<file path="src/rtl/vga_fillarea_multi.sv">
// Pipelined NRECT-rectangle compositor: shadow/active geometry banks committed at
// frame start, stage 1 per-rectangle hit test, stage 2 lowest-index priority select.
module vga_fillarea_multi #(
  parameter int NRECT = 4,
  parameter int XW    = 10,
  parameter int YW    = 10,
  parameter int CW    = 5,
  parameter int DW    = 16,
  parameter int AW    = $clog2(NRECT) + 3,
  localparam int RW   = (NRECT > 1) ? $clog2(NRECT) : 1
) (
  input  logic          clk,
  input  logic          rst,
  input  logic [XW-1:0] pix_x,
  input  logic [YW-1:0] pix_y,
  input  logic          pix_valid,
  input  logic          frame_start,
  input  logic          wr_en,
  input  logic [AW-1:0] wr_addr,
  input  logic [DW-1:0] wr_data,
  output logic          cfg_pending,
  output logic          out_valid,
  output logic          out_hit,
  output logic [CW-1:0] out_colour,
  output logic [RW-1:0] out_rect
);

  typedef struct packed {
    logic [XW-1:0] x0;
    logic [YW-1:0] y0;
    logic [XW-1:0] x1;
    logic [YW-1:0] y1;
    logic          en;
    logic          outline;
    logic [CW-1:0] colour;
  } rect_t;

  rect_t sh_q  [NRECT];
  rect_t sh_d  [NRECT];
  rect_t act_q [NRECT];

  logic [AW-1:0] wr_idx;
  logic [2:0]    wr_field;
  logic          wr_ok;
  logic          unused_bits;

  assign wr_idx      = wr_addr >> 3;
  assign wr_field    = wr_addr[2:0];
  assign wr_ok       = wr_en && (wr_field <= 3'd4) && (wr_idx < AW'(NRECT));
  assign unused_bits = ^wr_data;

  // Next shadow contents include this cycle's write so a same-cycle commit sees it.
  always_comb begin
    for (int i = 0; i < NRECT; i++) begin
      sh_d[i] = sh_q[i];
      if (wr_ok && (wr_idx == AW'(i))) begin
        case (wr_field)
          3'd0: sh_d[i].x0 = wr_data[XW-1:0];
          3'd1: sh_d[i].y0 = wr_data[YW-1:0];
          3'd2: sh_d[i].x1 = wr_data[XW-1:0];
          3'd3: sh_d[i].y1 = wr_data[YW-1:0];
          3'd4: begin
            sh_d[i].en      = wr_data[0];
            sh_d[i].outline = wr_data[1];
            sh_d[i].colour  = wr_data[CW+1:2];
          end
          default: ;
        endcase
      end
    end
  end

  always_ff @(posedge clk) begin
    if (rst) begin
      for (int i = 0; i < NRECT; i++) begin
        sh_q[i]  <= '0;
        act_q[i] <= '0;
      end
      cfg_pending <= 1'b0;
    end else begin
      for (int i = 0; i < NRECT; i++) begin
        sh_q[i] <= sh_d[i];
        if (frame_start) act_q[i] <= sh_d[i];
      end
      if (frame_start)  cfg_pending <= 1'b0;
      else if (wr_ok)   cfg_pending <= 1'b1;
    end
  end

  // Stage 1: independent hit test per rectangle against the active bank.
  logic [NRECT-1:0] hit_d;
  logic [NRECT-1:0] hit_s1;
  logic [CW-1:0]    col_s1 [NRECT];
  logic             valid_s1;

  always_comb begin
    for (int i = 0; i < NRECT; i++) begin
      hit_d[i] = act_q[i].en
              && (pix_x >= act_q[i].x0) && (pix_x <= act_q[i].x1)
              && (pix_y >= act_q[i].y0) && (pix_y <= act_q[i].y1)
              && (!act_q[i].outline
                  || (pix_x == act_q[i].x0) || (pix_x == act_q[i].x1)
                  || (pix_y == act_q[i].y0) || (pix_y == act_q[i].y1));
    end
  end

  always_ff @(posedge clk) begin
    if (rst) begin
      hit_s1   <= '0;
      valid_s1 <= 1'b0;
      for (int i = 0; i < NRECT; i++) col_s1[i] <= '0;
    end else begin
      hit_s1   <= hit_d;
      valid_s1 <= pix_valid;
      for (int i = 0; i < NRECT; i++) col_s1[i] <= act_q[i].colour;
    end
  end

  // Stage 2: scan from the top index down so the lowest hitting index wins.
  logic          win_hit;
  logic [CW-1:0] win_col;
  logic [RW-1:0] win_idx;

  always_comb begin
    win_hit = 1'b0;
    win_col = '0;
    win_idx = '0;
    for (int i = NRECT - 1; i >= 0; i--) begin
      if (hit_s1[i]) begin
        win_hit = 1'b1;
        win_col = col_s1[i];
        win_idx = RW'(i);
      end
    end
  end

  always_ff @(posedge clk) begin
    if (rst) begin
      out_valid  <= 1'b0;
      out_hit    <= 1'b0;
      out_colour <= '0;
      out_rect   <= '0;
    end else begin
      out_valid  <= valid_s1;
      out_hit    <= win_hit && valid_s1;
      out_colour <= (win_hit && valid_s1) ? win_col : '0;
      out_rect   <= (win_hit && valid_s1) ? win_idx : '0;
    end
  end

endmodule
</file>
<file path="config.mk">
export PLATFORM = sky130hd
export DESIGN_NAME = vga_fillarea_multi
export DESIGN_NICKNAME = d
export VERILOG_FILES = /design/src/rtl/vga_fillarea_multi.sv
export SDC_FILE = /design/constraint.sdc
export NUM_CORES = 1
export LEC_CHECK = 0
export CORE_UTILIZATION = 25
export CTS_CLUSTER_SIZE = 30
export DETAILED_ROUTE_END_ITERATION = 6
export PLACE_DENSITY = 0.52
export SYNTH_ARGS = -nofsm -noshare
export SYNTH_HDL_FRONTEND = slang
export SYNTH_SLANG_ARGS = --single-unit
</file>
<file path="constraint.sdc">
create_clock -name clk -period 4.73 [get_ports clk]
set_input_delay 1.419 -clock clk [delete_from_list [all_inputs] [get_ports clk]]
set_output_delay 1.419 -clock clk [all_outputs]
set_load 0.02 [all_outputs]
</file>
Word-level counts from Yosys, hierarchy flattened --
Memories as Yosys holds them, arrays and structs flattened. Index checks and enable logic that the tools add are counted.
Operators by class: order comparisons 18, eq/ne operators 23, mux-type cells 53, bitwise logic cells 13, reduce and logical (&&, ||, !) cells 53
Operators with widths (number):
- $mux W47 | 12
- $eq A10 B10 Y1 | 16
- $mux W10 | 16
- $ge A10 B10 Y1 | 8
- $le A10 B10 Y1 | 8
- $mux W5 | 8
- $mux W7 | 4
- $logic_and A1 B1 Y1 | 27
- $logic_or A1 B1 Y1 | 16
- $or A1 B1 Y1 | 12
- $mux W1 | 11
- $eq A3 B2 Y1 const B | 2
- $logic_not A5 Y1 | 1
- $eq A2 B2 Y1 const B | 2
- $logic_not A1 Y1 | 4
- $mux W2 | 2
- $reduce_or A2 Y1 | 2
- $reduce_or A4 Y1 | 1
- $eq A3 B1 Y1 const B | 1
- $eq A3 B3 Y1 const B | 1
- $le A3 B3 Y1 const B | 1
- $logic_not A3 Y1 | 1
- $lt A2 B3 Y1 const B | 1
- $reduce_or A3 Y1 | 1
- 2 further kinds | 2
Storage, ports and cells: register bits 15, RAM bits 396, bits of input ports 46, output and inout bits 10, word-level logic and storage cells 171, memories 3
Memories:
- act_q | words 4, width 47, rd ports 4, clocked after memory_dff 0, write ports 4, RTL line 40 | rect_t act_q [NRECT];
- sh_q | words 4, width 47, rd ports 4, clocked after memory_dff 0, write ports 4, RTL line 38 | rect_t sh_q [NRECT];
- col_s1 | words 4, width 5, rd ports 4, clocked after memory_dff 0, write ports 4, RTL line 93 | logic [CW-1:0] col_s1 [NRECT];

Longest topological paths before layout --
depth in word-level cells 7, gate-level depth with buffers 8, depth with buffers taken out 8

Least setup slack after synthesis --
OpenSTA, ideal clock, no wires.
path type input -> register, start input rst, end memory act_q[0][0] (netlist name) (enable), library setup time 0.470 ns, data arrival time 4.019 ns, data required time 4.260 ns, slack 0.241 ns, cell stages on the path 2, path buffers 1, cells stage by stage clkbuf_1 -> or2_2
RTL lines:
- start, declared | RTL line 13 | input logic rst,
- end, declared | RTL line 40

Worst setup path in the final report --
start input pix_x[0], end register hit_s1[0]
Between the ends: longest elaborated chain between the ends 6, elaborated cells on any way between the ends 13, classes of those cells 2 x order compare; 2 x eq/ne; 9 x reduce/logical
RTL lines:
- start, declared | RTL line 14 | input logic [XW-1:0] pix_x,
- $ge A10 B10 Y1 / $eq A10 B10 Y1 (equally long branches) | RTL line 99, 102
- $logic_and A1 B1 Y1 / $logic_or A1 B1 Y1 (equally long branches) (2 in series) | RTL line 99, 102
- $logic_and A1 B1 Y1 / $logic_or A1 B1 Y1 (equally long branches) (2 in series) | RTL line 100, 103
- $logic_and A1 B1 Y1 * | RTL line 101 | && (!act_q[i].outline
- end signal, assigned | RTL line 113 | hit_s1 <= hit_d;
- end, declared | RTL line 92 | logic [NRECT-1:0] hit_s1;
Mark *: on every way between the ends. The rest lies on a longest branch, timed or not. A chain may end at the register's enable or synchronous reset.

==> run metrics <==
status=finished clean; GRT overflow=0; Required @ worst endpoint=5180 ps; fin area=0.02193 mm²; Max clock buf depth=3; mapped cell area=0.01868 mm²; largest net degree at the start of global routing=128; FF/Latch Area=0.01011 mm²; Worst Slack Setup Final=1121 ps; Syn. warnings=0; period utilisation layout=0.7631; # IOs=56; via/cell ratio=4.401; # diodes=0; register area share after synthesis=0.5413; post-CTS sizing=0; via count=12190; Starting Density=0.2543; area of the core=0.07345 mm²; Fin Clk Skew=10.99 ps; CTS clk-pin slew, worst paths=60 ps; clock root buffer=clkbuf_16; die footprint=0.07580 mm²; wire per inst=17.60 µm; area grow syn2layout=17.41%; area post-placement=0.02038 mm²; GPL Wtd Cong=0.7672; Worst setup SP type=primary input; Fmax=0.2771 GHz; Mapped Cells=1704; vias in the first global route=12210; FP Rows=99; VDD IR-drop max=240.7 µV; DRC violation count after routing=0; pre-CTS worst setup slack=509.6 ps; clock latency on the worst-skew pair=570 ps; Hold Vio Cnt, Final=0; most frequent cells in the layout=267 x nor2_1, 223 x dfxtp_1, 188 x edfxtp_1; max-capacitance violation count=0; Worst Path Max Fanout=8; TritonCTS clock tree=done; DP Wirelength=31.01 mm; Final setup viols=0; H-Tree Depth=2; cts hold-fix bufs=0; Period minus WS final=3609 ps; unrepaired setup endpoints after global routing=no; hold crit path type=reg -> reg; Post-synth EDFFs=188; CP arrival=4060 ps; final-report max-slew violation count=0; register bit total from synthesis=411; initial antenna violation count=1; FILL cells=7498; Die Ht=275.3 µm; die width=275.3 µm; syn nets=1910; ys async rst share=0; Worst slew margin=0.09624; DR iter-0 viols=734; Pre-antenna DRT Iters=7; Power Density=369.1 mW/mm²; area of the multi-input gates=0.007620 mm²; CTS Sinks=411; first-pass GRT wire length=74.02 mm; wirelength, routed=48.74 mm; most common cell after layout, fill and taps aside=nor2_1; Buffers on Ports=49; Yosys cell types=53; setup bufs post-CTS=0; leakage=9.260 nW; Worst Tran Pin Value=1351 ps; Nets=1978; share of layout cells above drive strength 1=0.08564; Setup Crit Path Kind=in -> reg; Main synth FF type=dfxtp_1; Fin Hold WS=447.7 ps; Total GRT Usage=0.1302; Crit. End Element=register; Setup TNS=0 ps; Detail Route Antenna Nets=0; average footprint of a synthesized cell=10.96 µm²; Num CTS Buffers=47; final total power=8.094 mW
-- synth_stat cells (30+ instances only) --
cell type / number / area [µm²]
nand4_1: 30 / 187.7
clkbuf_1: 44 / 165.2
a21oi_1: 59 / 295.3
edfxtp_1: 188 / 5645
dfxtp_1: 223 / 4464
ha_1: 160 / 2002
inv_1: 160 / 600.6
nor2b_1: 30 / 187.7
nor2_1: 267 / 1002
and2_1: 120 / 750.7
nand2_1: 37 / 138.9
mux2i_1: 178 / 1782
-- through the flow --
step	utilization	std cells
6_report	0.2985	2769
5_1_grt	0.2985	2769
4_1_cts	0.2985	2769
3_5_place_dp	0.2774	2682
3_3_place_gp	0.2774	2682
2_1_floorplan	-	1704
-- state kept, by name, indices dropped and copies added (netlist names) --
register / flops
act_q: 188
sh_q: 188
col_s1: 20
out_colour: 5
hit_s1: 4
out_rect: 2
cfg_pending: 1
out_hit: 1
out_valid: 1
valid_s1: 1
-- path summary, 6_finish.rpt --
kind,from,endpoint,slack [ps],cells past startpoint
setup / recovery,pix_x[0],hit_s1[0],1120,10
hold / removal,act_q[0][49],col_s1[0][7],450,1
setup reg to reg,act_q[0][116],hit_s1[2],2540,10
hold reg to reg,act_q[0][49],col_s1[0][7],450,1
-- critical path: stages --
cell and delay, ps:
clkdlybuf4s50_1 470, inv_1 440, ha_1 340, nand2b_1 140, a21oi_1 250, nor3_1 70, a2111oi_0 540, buf_4 220
a2111o_1 110, a21oi_1 40
-- final cells by class --
class,instances,share of cell area
clock buffers,71,0.06430
clock inverters,16,0.006448
inverters,160,0.02739
multi-input cells,1060,0.3475
flip-flops and latches,411,0.4610
well taps,959,0.05472
repair buffers,92,0.03863
-- routing by layer --
layer / global-route usage / routed length, µm
met5: 0 / 12
met4: 0.03562 / 1145
met3: 0.02271 / 2172
met2: 0.2092 / 21830
met1: 0.1790 / 23580
-- logic make-up after synthesis --
group                    synth area share
AO/OA/AOI/OAI                     0.05192
adder cells (fa/ha/maj)            0.1072
buffers and inverters             0.05098
flip-flops                         0.5413
multiplexers                      0.09540
AND/OR/NAND/NOR                    0.1532
-- where the power goes --
group          switching, mW  leakage, nW  internal (mW)
registers             0.0249         3.89           3.80
clock network           1.47        0.765           2.17
logic                  0.413         4.60          0.220
total                   1.91         9.26           6.19
Power figures use the tool's default switching activity.
